--- src/rtl/scoreboard_pkg.sv ---
// Shared definitions for the occupancy scoreboard: statistics width and limits,
// the per-channel check result encoding and a saturating statistics adder.
package scoreboard_pkg;

  localparam int STAT_W = 16;
  localparam logic [STAT_W-1:0] STAT_MIN = '0;
  localparam logic [STAT_W-1:0] STAT_MAX = {STAT_W{1'b1}};

  typedef enum logic [1:0] {
    CHK_NONE = 2'd0,
    CHK_PASS = 2'd1,
    CHK_FAIL = 2'd2
  } chk_result_e;

  // Adds a per-cycle check tally to a statistic, clamping at STAT_MAX.
  function automatic logic [STAT_W-1:0] stat_sat_add(input logic [STAT_W-1:0] base,
                                                     input logic [STAT_W-1:0] incr);
    logic [STAT_W:0] sum;
    sum = {1'b0, base} + {1'b0, incr};
    return sum[STAT_W] ? STAT_MAX : sum[STAT_W-1:0];
  endfunction

endpackage

--- src/rtl/sb_channel.sv ---
// One scoreboard channel: rising-edge detect on the expected strobes, the
// reference occupancy counter, and the single per-cycle check against the DUT.
module sb_channel
  import scoreboard_pkg::*;
#(
  parameter int WIDTH    = 4,
  parameter int SATURATE = 1
) (
  input  logic             clk,
  input  logic             reset,
  input  logic             inc_exp,
  input  logic             dec_exp,
  input  logic             inc_act,
  input  logic             dec_act,
  input  logic [WIDTH-1:0] count,
  output logic [WIDTH-1:0] local_count,
  output chk_result_e      result
);

  localparam logic [WIDTH-1:0] CNT_MIN = '0;
  localparam logic [WIDTH-1:0] CNT_MAX = {WIDTH{1'b1}};
  localparam logic [WIDTH-1:0] CNT_ONE = WIDTH'(1);

  logic             inc_prev_q, inc_prev_d;
  logic             dec_prev_q, dec_prev_d;
  logic [WIDTH-1:0] count_q, count_d;
  logic             inc_rise;
  logic             dec_rise;
  logic             check_ok;

  // Both rises share one check; increment wins the counter update when both fire.
  always_comb begin
    inc_rise   = inc_exp & ~inc_prev_q;
    dec_rise   = dec_exp & ~dec_prev_q;
    inc_prev_d = inc_exp;
    dec_prev_d = dec_exp;
    check_ok   = (count == count_q) && (inc_act == inc_exp) && (dec_act == dec_exp);

    result = CHK_NONE;
    if (inc_rise || dec_rise) begin
      result = check_ok ? CHK_PASS : CHK_FAIL;
    end

    count_d = count_q;
    if (inc_rise) begin
      if (count_q == CNT_MAX) begin
        count_d = (SATURATE != 0) ? CNT_MAX : CNT_MIN;
      end else begin
        count_d = count_q + CNT_ONE;
      end
    end else if (dec_rise) begin
      if (count_q == CNT_MIN) begin
        count_d = (SATURATE != 0) ? CNT_MIN : CNT_MAX;
      end else begin
        count_d = count_q - CNT_ONE;
      end
    end
  end

  always_ff @(posedge clk or posedge reset) begin
    if (reset) begin
      inc_prev_q <= 1'b0;
      dec_prev_q <= 1'b0;
      count_q    <= CNT_MIN;
    end else begin
      inc_prev_q <= inc_prev_d;
      dec_prev_q <= dec_prev_d;
      count_q    <= count_d;
    end
  end

  assign local_count = count_q;

endmodule

--- src/rtl/occupancy_scoreboard.sv ---
// Multi-channel occupancy scoreboard: mirrors a DUT's up/down counters from the
// expected strobes and accumulates pass/fail statistics across all channels.
module occupancy_scoreboard
  import scoreboard_pkg::*;
#(
  parameter  int WIDTH    = 4,
  parameter  int CHANNELS = 2,
  parameter  int SATURATE = 1,
  localparam int CHAN_W   = (CHANNELS > 1) ? $clog2(CHANNELS) : 1
) (
  input  logic                      clk,
  input  logic                      reset,
  input  logic                      clr_stats,
  input  logic [CHANNELS-1:0]       inc_exp,
  input  logic [CHANNELS-1:0]       dec_exp,
  input  logic [CHANNELS-1:0]       inc_act,
  input  logic [CHANNELS-1:0]       dec_act,
  input  logic [CHANNELS*WIDTH-1:0] count,
  output logic [CHANNELS*WIDTH-1:0] local_count,
  output logic [STAT_W-1:0]         pass_count,
  output logic [STAT_W-1:0]         fail_count,
  output logic                      mismatch,
  output logic [CHAN_W-1:0]         mismatch_chan,
  output logic                      sticky_fail
);

  chk_result_e results [CHANNELS];

  logic [STAT_W-1:0] pass_count_q, pass_count_d;
  logic [STAT_W-1:0] fail_count_q, fail_count_d;
  logic              mismatch_q, mismatch_d;
  logic [CHAN_W-1:0] mismatch_chan_q, mismatch_chan_d;
  logic              sticky_fail_q, sticky_fail_d;

  logic [STAT_W-1:0] pass_num;
  logic [STAT_W-1:0] fail_num;
  logic [CHAN_W-1:0] fail_chan;
  logic              any_fail;
  logic [STAT_W-1:0] pass_base;
  logic [STAT_W-1:0] fail_base;

  for (genvar c = 0; c < CHANNELS; c++) begin : g_chan
    sb_channel #(
      .WIDTH    (WIDTH),
      .SATURATE (SATURATE)
    ) u_chan (
      .clk         (clk),
      .reset       (reset),
      .inc_exp     (inc_exp[c]),
      .dec_exp     (dec_exp[c]),
      .inc_act     (inc_act[c]),
      .dec_act     (dec_act[c]),
      .count       (count[c*WIDTH +: WIDTH]),
      .local_count (local_count[c*WIDTH +: WIDTH]),
      .result      (results[c])
    );
  end

  // Scanning from the top channel down leaves the lowest failing index in fail_chan.
  always_comb begin
    pass_num  = '0;
    fail_num  = '0;
    fail_chan = '0;
    any_fail  = 1'b0;
    for (int c = CHANNELS - 1; c >= 0; c--) begin
      if (results[c] == CHK_PASS) begin
        pass_num = pass_num + STAT_W'(1);
      end
      if (results[c] == CHK_FAIL) begin
        fail_num  = fail_num + STAT_W'(1);
        fail_chan = CHAN_W'(c);
        any_fail  = 1'b1;
      end
    end
  end

  // A clear restarts the statistics from zero, but this cycle's checks still land on top.
  always_comb begin
    pass_base       = clr_stats ? STAT_MIN : pass_count_q;
    fail_base       = clr_stats ? STAT_MIN : fail_count_q;
    pass_count_d    = stat_sat_add(pass_base, pass_num);
    fail_count_d    = stat_sat_add(fail_base, fail_num);
    mismatch_d      = any_fail;
    mismatch_chan_d = any_fail ? fail_chan : mismatch_chan_q;
    sticky_fail_d   = any_fail | (sticky_fail_q & ~clr_stats);
  end

  always_ff @(posedge clk or posedge reset) begin
    if (reset) begin
      pass_count_q    <= STAT_MIN;
      fail_count_q    <= STAT_MIN;
      mismatch_q      <= 1'b0;
      mismatch_chan_q <= '0;
      sticky_fail_q   <= 1'b0;
    end else begin
      pass_count_q    <= pass_count_d;
      fail_count_q    <= fail_count_d;
      mismatch_q      <= mismatch_d;
      mismatch_chan_q <= mismatch_chan_d;
      sticky_fail_q   <= sticky_fail_d;
    end
  end

  assign pass_count    = pass_count_q;
  assign fail_count    = fail_count_q;
  assign mismatch      = mismatch_q;
  assign mismatch_chan = mismatch_chan_q;
  assign sticky_fail   = sticky_fail_q;

endmodule

--- config.mk ---
export PLATFORM = sky130hd
export DESIGN_NAME = occupancy_scoreboard
export DESIGN_NICKNAME = d
export VERILOG_FILES = /design/src/rtl/scoreboard_pkg.sv /design/src/rtl/sb_channel.sv /design/src/rtl/occupancy_scoreboard.sv
export SDC_FILE = /design/constraint.sdc
export NUM_CORES = 1
export LEC_CHECK = 0
export ABC_AREA = 1
export BUFFER_PORTS_ARGS = -buffer_cell sky130_fd_sc_hd__buf_4
export CAP_MARGIN = 10
export CORE_MARGIN = 1
export CORE_UTILIZATION = 58
export CTS_BUF_LIST = sky130_fd_sc_hd__clkbuf_8
export DETAILED_ROUTE_END_ITERATION = 8
export PLACE_DENSITY = 0.8
export RECOVER_POWER = 25
export SETUP_SLACK_MARGIN = 0.15
export SLEW_MARGIN = 0
export SYNTH_ARGS = -nofsm -noshare
export SYNTH_HDL_FRONTEND = slang
export SYNTH_SLANG_ARGS = --single-unit
--- constraint.sdc ---
create_clock -name clk -period 3.78 [get_ports clk]
set_input_delay 0.189 -clock clk [delete_from_list [all_inputs] [get_ports clk]]
set_output_delay 0.189 -clock clk [all_outputs]
set_load 0.02 [all_outputs]
==> flow_summary.json <==
{
  "area.sequential_um2": 1180,
  "clock_path_buffers": 2,
  "yosysSeqAreaShare": 0.356,
  "placedCellCount": 582,
  "min-delay-path-class": "input port to register",
  "drt_wl_total_mm": 7.27,
  "nFillCells": 479,
  "syn_area_um2": 3300,
  "max_freq_ghz": 0.323,
  "ys_warn_count": 0,
  "antenna_found_initial": 0,
  "numCtsBuffers": 5,
  "ff2ff_path_depth": 13,
  "postSynthAreaPerCell_um2": 7.19,
  "synth.net_count": 492,
  "ctsResizeCount": 0,
  "cp_top_family": "simple AND/OR/NAND/NOR gates",
  "crit_buf_inv": 2,
  "wire_per_inst_um": 12.3,
  "first_pass_iters": 4,
  "grt_usage": 0.259,
  "crit_fanout": 16,
  "postSynth.asyncResetShare": 1.00,
  "timing.final.hold_violations": 0,
  "drive_gt1_frac": 0.188,
  "drcViolationCount": 0,
  "grt_max_degree": 48,
  "cpPeakStageDelay_ps": 400,
  "final_common_cell": "nand2_1",
  "hold_depth": 1,
  "min_to": "g_chan[1].u_chan.inc_prev_q",
  "dieArea_um2": 6000,
  "crit_arrival_ps": 3320,
  "min-delay-start": "inc_exp[1]",
  "violations": "max-capacitance violations, max-slew violations",
  "relSlewSlack": -0.179,
  "core_area_um2": 5510,
  "r2r_start": "g_chan[1].u_chan.inc_prev_q",
  "clkSlewWorstSetupHoldPaths_ps": 80,
  "layoutNonFillerInstCount": 589,
  "critical_path_class": "register to register",
  "p_leak_nw": 2.09,
  "ys_ff_latch": 47,
  "finalMaxSlewViolations": 48,
  "syn_inst": 459,
  "vias": 3073,
  "place.gp.congestion": 0.884,
  "cts.root.buffer_cell": "clkbuf_8",
  "gr-total-overflow": 0,
  "placementRows": 27,
  "cellPowerDensity_nw_per_um2": 405,
  "grt_pass1_wl_mm": 12.6,
  "rrSetupSlack_ps": 690,
  "drt_iter0_drc": 183,
  "rsz0062_at_grt": "no",
  "crit_cells": 13,
  "whs_ps": 50.0,
  "htreeDepth": 2,
  "cts_hold_buffers": 0,
  "first_global_vias": 2990,
  "min_period_ps": 3090,
  "cts_sinks": 47,
  "antenna_left": 0,
  "via_per_inst": 5.22,
  "period_share": 0.819,
  "tightestPinTransition_ps": 1770,
  "cts_tree": "built",
  "antenna_cells": 0,
  "post_cts_buffers": 0,
  "area_growth_pct": 15.8,
  "multiInputGateArea_um2": 1750,
  "finalSetupViolCount": 0,
  "max-vdd-ir-drop_mv": 0.331,
  "initial_utilization": 0.600,
  "fp.dieW_um": 77.5,
  "tns_ps": 0,
  "reg2reg_to": "fail_count[11]",
  "final_cell_mix": "nand2_1 (120), inv_1 (69), nor2_1 (59)",
  "cap_violations": 1,
  "synth_cell_types": 34,
  "status": "finished with violations",
  "dp_hpwl_mm": 5.34,
  "io_buffers": 61,
  "cp-start-kind": "register",
  "crit_required_ps": 4000,
  "finClkSkew_ps": 10.4,
  "end_kind": "register",
  "synth_edf_count": 0,
  "clk_latency_ps": 300,
  "path_cells": "nor2_1 > inv_1 > o21ai_1 > nand2_1 > ha_1 > ha_1 > inv_1 > fa_1 > nor2_1 > nand2_1 > nor2_4 > nand3_4 > nand3_1",
  "ys.flop_type": "dfrtp_1",
  "cpMaxStageDelayCell": "fa_1",
  "fin_nets": 550,
  "die_h_um": 77.5,
  "ios": 62
}
==> cell type report <==
| cell class | count | share of cell area |
|---|---|---|
| multi-input cells | 329 | 0.458 |
| flip-flops and latches | 47 | 0.308 |
| repair buffers | 61 | 0.116 |
| inverters | 73 | 0.0720 |
| well taps | 72 | 0.0236 |
| clock buffers | 6 | 0.0216 |
| clock inverters | 1 | 0.00131 |
==> worst register-to-register path, cell delays in order, from the launching register on <==
cell	delay, ps
dfrtp_1	360
nor2_1	270
inv_1	120
o21ai_1	290
nand2_1	160
ha_1	310
ha_1	160
inv_1	60
fa_1	400
nor2_1	120
nand2_1	160
nor2_4	200
nand3_4	240
nand3_1	190
==> cells in the mapped netlist (all sizes together), types with 2 or more instances <==
cell type / n / share of area
o22ai: 2 / 0.0038
nand3: 64 / 0.12
o21ai: 21 / 0.032
clkbuf: 3 / 0.0034
dfrtp: 47 / 0.36
nor3: 3 / 0.0095
ha: 12 / 0.045
inv: 72 / 0.082
nand4: 9 / 0.017
buf: 7 / 0.027
o21bai: 2 / 0.0045
or2: 2 / 0.0038
a21oi: 4 / 0.0061
xor2: 14 / 0.037
fa: 2 / 0.012
nor2: 67 / 0.088
nand2: 124 / 0.15
==> how the worst max path moves through the flow <==
stage,startpoint,end
finish,g_chan[1].u_chan.inc_prev_q,fail_count[11]
global route,g_chan[1].u_chan.inc_prev_q,pass_count[10]
CTS,g_chan[1].u_chan.inc_prev_q,fail_count[11]
detailed placement,g_chan[1].u_chan.inc_prev_q,fail_count[11]
global placement,g_chan[1].u_chan.inc_prev_q,fail_count[15]
floorplan,g_chan[1].u_chan.local_count[2],fail_count[5]
==> layer usage <==
metal | share of wire | track usage
met2 | 0.50 | 0.465
met1 | 0.45 | 0.319
met3 | 0.048 | 0.0435
met4 | 0.0047 | 0.0679
met5 | 0 | 0
==> state kept, by name (all words and copies together) (netlist names) <==
signal                     cells
fail_count                    16
pass_count                    16
g_chan.u_chan.local_count      8
g_chan.u_chan.dec_prev_q       2
g_chan.u_chan.inc_prev_q       2
mismatch                       1
mismatch_chan                  1
sticky_fail                    1
==> per-stage QoR <==
stage | utilization | power [mW] | cell area [um^2] | worst slack, ps
final | 0.694 | 1.55 | 3820 | 686
after global routing | 0.694 | 1.66 | 3820 | 414
after CTS | 0.697 | 1.56 | 3840 | 719
after detailed placement | 0.681 | 1.25 | 3750 | 741
after global placement | 0.681 | 1.23 | 3750 | 872
after floorplan | - | 1.06 | 3300 | 1010
==> cell families (layout without fill, tap and decap cells) <==
kind of cell	Yosys count	count (layout)	synth area share
xor gates and xnor gates	14	14	0.0371
AOI/OAI and AO/OA	32	32	0.0527
and+or+nand+nor	269	269	0.383
buffers and inverters	83	141	0.113
adders and majority gates	14	14	0.0576
DFF	47	47	0.356
==> power by group <==
part	internal, mW	total (mW)	switching (mW)	leakage, nW
Sequential	0.563	0.657	0.0936	0.622
Combinational	0.234	0.582	0.348	1.42
Clock	0.144	0.309	0.165	0.0470
(Power assumes the default switching activity.)
